==> config.mk <==
export PLATFORM = sky130hd
export DESIGN_NAME = ch0re_alu_arb_flat
export DESIGN_NICKNAME = d
export VERILOG_FILES = /design/src/rtl/ch0re_alu_arb_if.sv /design/src/rtl/ch0re_alu_arb.sv /design/src/flat_wrapper.sv
export SDC_FILE = /design/constraint.sdc
export NUM_CORES = 1
export LEC_CHECK = 0
export ABC_AREA = 1
export BUFFER_PORTS_ARGS = -buffer_cell sky130_fd_sc_hd__buf_2
export CAP_MARGIN = 10
export CORE_AREA = 2 2 236 238
export DETAILED_ROUTE_END_ITERATION = 8
export DIE_AREA = 0 0 238 240
export GPL_ROUTABILITY_DRIVEN = 0
export HOLD_SLACK_MARGIN = 0.02
export PLACE_DENSITY = 0.43
export SYNTH_ARGS = -nofsm -noshare
export SYNTH_HDL_FRONTEND = slang
export SYNTH_SLANG_ARGS = --single-unit
==> constraint.sdc <==
create_clock -name clk -period 1.6 [get_ports clk]
set_clock_uncertainty 0.1 [all_clocks]
set_input_delay 0.24 -clock clk [delete_from_list [all_inputs] [get_ports clk]]
set_output_delay 0.24 -clock clk [all_outputs]
set_load 0.05 [all_outputs]
==> src/rtl/ch0re_alu_arb_if.sv <==
// ALU operation encoding and the signal bundle shared by the issue logic,
// the ALU arbiter and the shared combinational ALU.
package ch0re_alu_pkg;
  typedef enum logic [3:0] {
    ALU_EQ   = 4'd0,
    ALU_NE   = 4'd1,
    ALU_LT   = 4'd2,
    ALU_LTU  = 4'd3,
    ALU_ADD  = 4'd4,
    ALU_SUB  = 4'd5,
    ALU_AND  = 4'd6,
    ALU_OR   = 4'd7,
    ALU_XOR  = 4'd8,
    ALU_SLL  = 4'd9,
    ALU_SRL  = 4'd10,
    ALU_SRA  = 4'd11,
    ALU_SLT  = 4'd12,
    ALU_SLTU = 4'd13
  } alu_op_e;
endpackage

interface ch0re_alu_arb_if #(
  parameter int XLEN = 64
);
  import ch0re_alu_pkg::*;

  // Handshake: a transfer happens on a rising edge where valid && ready.
  // ready may depend on valid, valid must never depend on ready, and a raised
  // valid holds its payload steady until the transfer happens.
  logic [1:0]            req_valid;
  logic [1:0]            req_ready;
  alu_op_e [1:0]         req_op;
  logic [1:0][XLEN-1:0]  req_s1;
  logic [1:0][XLEN-1:0]  req_s2;

  logic [1:0]            rsp_valid;
  logic [1:0]            rsp_ready;
  logic [1:0][XLEN-1:0]  rsp_res;
  logic [1:0]            rsp_flag_zero;
  logic [1:0]            rsp_flag_lt;

  alu_op_e               alu_op;
  logic [XLEN-1:0]       alu_s1;
  logic [XLEN-1:0]       alu_s2;
  logic [XLEN-1:0]       alu_res;
  logic                  alu_flag_zero;
  logic                  alu_flag_lt;

  modport master (
    output req_valid, req_op, req_s1, req_s2, rsp_ready,
           alu_res, alu_flag_zero, alu_flag_lt,
    input  req_ready, rsp_valid, rsp_res, rsp_flag_zero, rsp_flag_lt,
           alu_op, alu_s1, alu_s2
  );

  modport slave (
    input  req_valid, req_op, req_s1, req_s2, rsp_ready,
           alu_res, alu_flag_zero, alu_flag_lt,
    output req_ready, rsp_valid, rsp_res, rsp_flag_zero, rsp_flag_lt,
           alu_op, alu_s1, alu_s2
  );
endinterface

==> src/rtl/ch0re_alu_arb.sv <==
// Round-robin sharing of one combinational ALU between two requesters, with a
// registered response slot per requester.
module ch0re_alu_arb
  import ch0re_alu_pkg::*;
#(
  parameter int XLEN = 64
) (
  input logic            clk,
  input logic            rst,
  ch0re_alu_arb_if.slave bus
);

  logic [1:0]           rsp_valid_q;
  logic [1:0][XLEN-1:0] rsp_res_q;
  logic [1:0]           rsp_zero_q;
  logic [1:0]           rsp_lt_q;
  logic                 last_gnt_q;

  logic [1:0]           slot_free;
  logic [1:0]           elig;
  logic [1:0]           grant;
  logic                 gnt_idx;

  // A slot can take a new result when empty or when it is drained this cycle.
  assign slot_free = ~rsp_valid_q | bus.rsp_ready;
  assign elig      = bus.req_valid & slot_free;

  always_comb begin
    grant = 2'b00;
    if (!rst) begin
      case (elig)
        2'b01:   grant = 2'b01;
        2'b10:   grant = 2'b10;
        2'b11:   grant = last_gnt_q ? 2'b01 : 2'b10;
        default: grant = 2'b00;
      endcase
    end
  end

  assign gnt_idx       = grant[1];
  assign bus.req_ready = grant;

  // Idle cycles present ADD 0,0 so the ALU inputs stay quiet.
  always_comb begin
    bus.alu_op = ALU_ADD;
    bus.alu_s1 = '0;
    bus.alu_s2 = '0;
    if (|grant) begin
      bus.alu_op = bus.req_op[gnt_idx];
      bus.alu_s1 = bus.req_s1[gnt_idx];
      bus.alu_s2 = bus.req_s2[gnt_idx];
    end
  end

  always_ff @(posedge clk) begin
    if (rst) begin
      rsp_valid_q <= 2'b00;
      rsp_res_q   <= '0;
      rsp_zero_q  <= 2'b00;
      rsp_lt_q    <= 2'b00;
      last_gnt_q  <= 1'b1;
    end else begin
      for (int r = 0; r < 2; r++) begin
        if (grant[r]) begin
          rsp_valid_q[r] <= 1'b1;
          rsp_res_q[r]   <= bus.alu_res;
          rsp_zero_q[r]  <= bus.alu_flag_zero;
          rsp_lt_q[r]    <= bus.alu_flag_lt;
        end else if (bus.rsp_ready[r]) begin
          rsp_valid_q[r] <= 1'b0;
        end
      end
      if (|grant) begin
        last_gnt_q <= gnt_idx;
      end
    end
  end

  assign bus.rsp_valid     = rsp_valid_q;
  assign bus.rsp_res       = rsp_res_q;
  assign bus.rsp_flag_zero = rsp_zero_q;
  assign bus.rsp_flag_lt   = rsp_lt_q;

endmodule
==> src/flat_wrapper.sv <==
// flat-port wrapper written by rule: the top's interface ports become plain ports
module ch0re_alu_arb_flat import ch0re_alu_pkg::*;
#(
  parameter int XLEN = 64
)
  (clk, rst, bus_req_valid, bus_req_op, bus_req_s1, bus_req_s2, bus_rsp_ready, bus_alu_res, bus_alu_flag_zero, bus_alu_flag_lt, bus_req_ready, bus_rsp_valid, bus_rsp_res, bus_rsp_flag_zero, bus_rsp_flag_lt, bus_alu_op, bus_alu_s1, bus_alu_s2);
  ch0re_alu_arb_if #(.XLEN(XLEN)) bus_i ();
  input logic clk;
  input logic rst;
  input wire logic [$bits(bus_i.req_valid)-1:0] bus_req_valid;
  input wire logic [$bits(bus_i.req_op)-1:0] bus_req_op;
  input wire logic [$bits(bus_i.req_s1)-1:0] bus_req_s1;
  input wire logic [$bits(bus_i.req_s2)-1:0] bus_req_s2;
  input wire logic [$bits(bus_i.rsp_ready)-1:0] bus_rsp_ready;
  input wire logic [$bits(bus_i.alu_res)-1:0] bus_alu_res;
  input wire logic [$bits(bus_i.alu_flag_zero)-1:0] bus_alu_flag_zero;
  input wire logic [$bits(bus_i.alu_flag_lt)-1:0] bus_alu_flag_lt;
  output wire logic [$bits(bus_i.req_ready)-1:0] bus_req_ready;
  output wire logic [$bits(bus_i.rsp_valid)-1:0] bus_rsp_valid;
  output wire logic [$bits(bus_i.rsp_res)-1:0] bus_rsp_res;
  output wire logic [$bits(bus_i.rsp_flag_zero)-1:0] bus_rsp_flag_zero;
  output wire logic [$bits(bus_i.rsp_flag_lt)-1:0] bus_rsp_flag_lt;
  output wire logic [$bits(bus_i.alu_op)-1:0] bus_alu_op;
  output wire logic [$bits(bus_i.alu_s1)-1:0] bus_alu_s1;
  output wire logic [$bits(bus_i.alu_s2)-1:0] bus_alu_s2;
  assign bus_i.req_valid = bus_req_valid;
  assign bus_i.req_op = bus_req_op;
  assign bus_i.req_s1 = bus_req_s1;
  assign bus_i.req_s2 = bus_req_s2;
  assign bus_i.rsp_ready = bus_rsp_ready;
  assign bus_i.alu_res = bus_alu_res;
  assign bus_i.alu_flag_zero = bus_alu_flag_zero;
  assign bus_i.alu_flag_lt = bus_alu_flag_lt;
  assign bus_req_ready = bus_i.req_ready;
  assign bus_rsp_valid = bus_i.rsp_valid;
  assign bus_rsp_res = bus_i.rsp_res;
  assign bus_rsp_flag_zero = bus_i.rsp_flag_zero;
  assign bus_rsp_flag_lt = bus_i.rsp_flag_lt;
  assign bus_alu_op = bus_i.alu_op;
  assign bus_alu_s1 = bus_i.alu_s1;
  assign bus_alu_s2 = bus_i.alu_s2;
  ch0re_alu_arb #(.XLEN(XLEN)) u_core (.clk(clk), .rst(rst), .bus(bus_i));
endmodule
==> impl_metrics.tcl <==
set metrics [dict create \
    startpoint "u_core.bus.rsp_valid[0]" \
    leakage_nw 10.0 \
    ys_ff_latch 135 \
    yosys-top-cells-area "dfxtp_1 30%, nand2_1 18%, inv_1 18%" \
    dpl_worst_slack_ns -0.479 \
    hp-class "input pin to flip-flop" \
    numCtsBuffers 17 \
    crit_slowest_cell "dfxtp_4" \
    drt.antenna.violating_nets 0 \
    setup_ws_ns -0.731 \
    clock_path_buffers 2 \
    clockPowerShare_pct 31.1 \
    critPathMaxStageDelay_ns 0.35 \
    synth.largest_area_cell "dfxtp_1" \
    yosys.area_share.simple_pct 40.9 \
    ys_seq_area_share_pct 29.6 \
    worst_slew_pin_slew_ns 0.869 \
    synth_cell_types 14 \
    fin_nets 2696 \
    vias 12700 \
    cellPowerDensity_mw_per_mm2 809 \
    rsz0062_at_grt "true" \
    antenna_found_initial 3 \
    drc 0 \
    finalPower_w 0.0150 \
    die_h_um 240 \
    overflow 0 \
    via_per_inst 4.14 \
    wirelength_um 50400 \
    report.final.slew_viol_count 0 \
    fin_crit_sh_pct 146 \
    clock_sinks 135 \
    finalHoldViolations 0 \
    violations "setup timing" \
    synthXorXnorAreaFrac_pct 0 \
    p_sw_w 0.00592 \
    p_int_w 0.00907 \
    vdd_ir_drop_max_mv 0.800 \
    grt_max_degree 74 \
    worstHoldStart "rst" \
    p_seq_share_pct 24.9 \
    cap_violations 0 \
    synth-compound-area-share_pct 5.78 \
    timing.hold.ws_ns 0.0401 \
    cp_max_fo 8 \
    syn_area_mm2 0.00912 \
    routedWlPerCell_um 16.4 \
    grtUsageTotal_pct 15.4 \
    clock_latency_ns 0.44 \
    cp_cell_sequence "nand2_4 > nand2_4 > a21oi_4 > buf_12 > buf_12 > clkbuf_16 > buf_6 > buf_6 > nand2_4 > nor2_4 > buf_8" \
    coreArea_mm2 0.0547 \
    sw_frac_of_total_pct 39.5 \
    fin_crit_ns 2.33 \
    drive_gt1_share_pct 46.2 \
    setup_viol 268 \
    r2r_start "u_core.bus.rsp_valid[0]" \
    combPwrFrac_pct 44.0 \
    end_kind "output port" \
    final_cell_mix "468 x buf_2, 366 x inv_1, 310 x nand2_1" \
    start_util_pct 16.7 \
    reg2reg_slack_ns -0.37 \
    start_kind "flip-flop" \
    dr.first_iter.drc_count 531 \
    cts_tree "built" \
    die_area_mm2 0.0571 \
    synth_top_area_share_pct 29.6 \
    synth_top_family_by_area "simple AND/OR/NAND/NOR gates" \
    utilization_pct 33.9 \
    die_w_um 238 \
    syn_avg_cell_area_um2 5.47 \
    clk_pin_slew_ns 0.06 \
    crit_required_ns 1.26 \
    postSynthCellCount 1669 \
    muxShareOfSynthArea_pct 0 \
    dr.pass1.iters 7 \
    io-pin-count 604 \
    path_class "flip-flop to output port" \
    slew_headroom_pct 42.0 \
    fillCellCount 5876 \
    post-dp-hpwl_um 35600 \
    layout_commonest_cell "buf_2" \
    grt_pass1_vias 11800 \
    area_growth_pct 103 \
    core.rowCount 86 \
    status "finished, violations left" \
    synth_fp_nets 2005 \
    io_buffer_count 603 \
    synthAdderAreaFrac_pct 0 \
    critPathMostFrequentCell "nand2_4" \
    grt_pass1_wl_um 68700 \
    yosysWarnings 0 \
    fmax_ghz 0.429 \
    h-tree-depth 4 \
    critPathArrivalTime_ns 1.99 \
    cts-root-buf "clkbuf_16" \
]
## per-layer routing
| metal | global-route usage [%] | up-vias | wire length [um] |
|---|---|---|---|
| met5 | 0 | - | 0 |
| met1 | 18.3 | 5864 | 20200 |
| li1 | - | 6349 | - |
| met3 | 4.57 | 43 | 3660 |
| met2 | 27.2 | 491 | 25600 |
| met4 | 3.69 | 0 | 897 |
## stage by stage
| stage | instances | setup TNS (ns) | instance area (um^2) |
|---|---|---|---|
| floorplan | 1669 | -22.87 | 10600 |
| global placement | 2934 | -94.16 | 14800 |
| detailed placement | 2934 | -98.84 | 14800 |
| CTS | 3036 | -130.24 | 16800 |
| global route | 3078 | -144.32 | 18500 |
| finish | 3079 | -120.25 | 18500 |
## cells in the mapped netlist
library cell / count
dfxtp_1: 135
a21oi_1: 101
nand3_1: 100
nand2_1: 436
inv_2: 2
a21oi_4: 1
nand4_1: 132
buf_2: 49
nor2_1: 202
o21ai_1: 1
nand3b_1: 1
buf_1: 7
inv_1: 434
clkbuf_1: 68
## power by group through the flow
stage	Clock [W]	Sequential (W)	Combinational, W
after floorplan	0	0.00463	0.00297
after global placement	0	0.00379	0.00547
after detailed placement	0	0.00380	0.00548
after CTS	0.00478	0.00373	0.00591
after global routing	0.00490	0.00376	0.00701
final	0.00466	0.00373	0.00660
## cell families (layout without fill, tap and decap cells)
family / count (synthesis) / in the layout
simple gates: 871 / 872
buf+inv: 560 / 1262
flops: 135 / 135
compound gates: 103 / 103
other cells: 0 / 3
## flip-flops by register name (all words and copies together), names as in the netlist
signal                    count
u_core.bus.rsp_flag_lt        2
u_core.bus.rsp_valid          2
u_core.bus.rsp_flag_zero      2
u_core.last_gnt_q             1
u_core.bus.rsp_res          128
## critical path: cells and delay by family (launching register included)
kind,cells,cell delay [ns]
DFF,1,0.35
and+or+nand+nor,4,0.28
buffers and inverters,6,0.75
AOI/OAI and AO/OA,1,0.16
## worst paths after layout
kind                                  to  depth (start not counted)
max                       bus_alu_s2[63]                         11
min              u_core.bus.rsp_valid[0]                          3
max reg2reg  u_core.bus.rsp_flag_zero[1]                         10
min reg2reg       u_core.bus.rsp_res[54]                          2
## final cells by class
type	instances	area, um^2	area share [%]
repair buffers	795	6750	36.5
flip-flops and latches	135	2710	14.6
clock buffers	20	457	2.47
clock inverters	11	219	1.18
well taps	704	881	4.76
diodes	3	7.51	0.0405
multi-input cells	975	5840	31.6
inverters	436	1640	8.88
## timing repair
| action | in CTS | in global routing |
|---|---|---|
| setup endpoints to repair | 269 | 269 |
| pin swaps | 2 | 50 |
| buffers inserted | 3 | 15 |
| gates resized for setup | 206 | 289 |
| hold endpoints to repair | 130 | 0 |
| cloned | 1 | 25 |
| hold buffers | 67 | 0 |
Power figures use the tool's default switching activity.
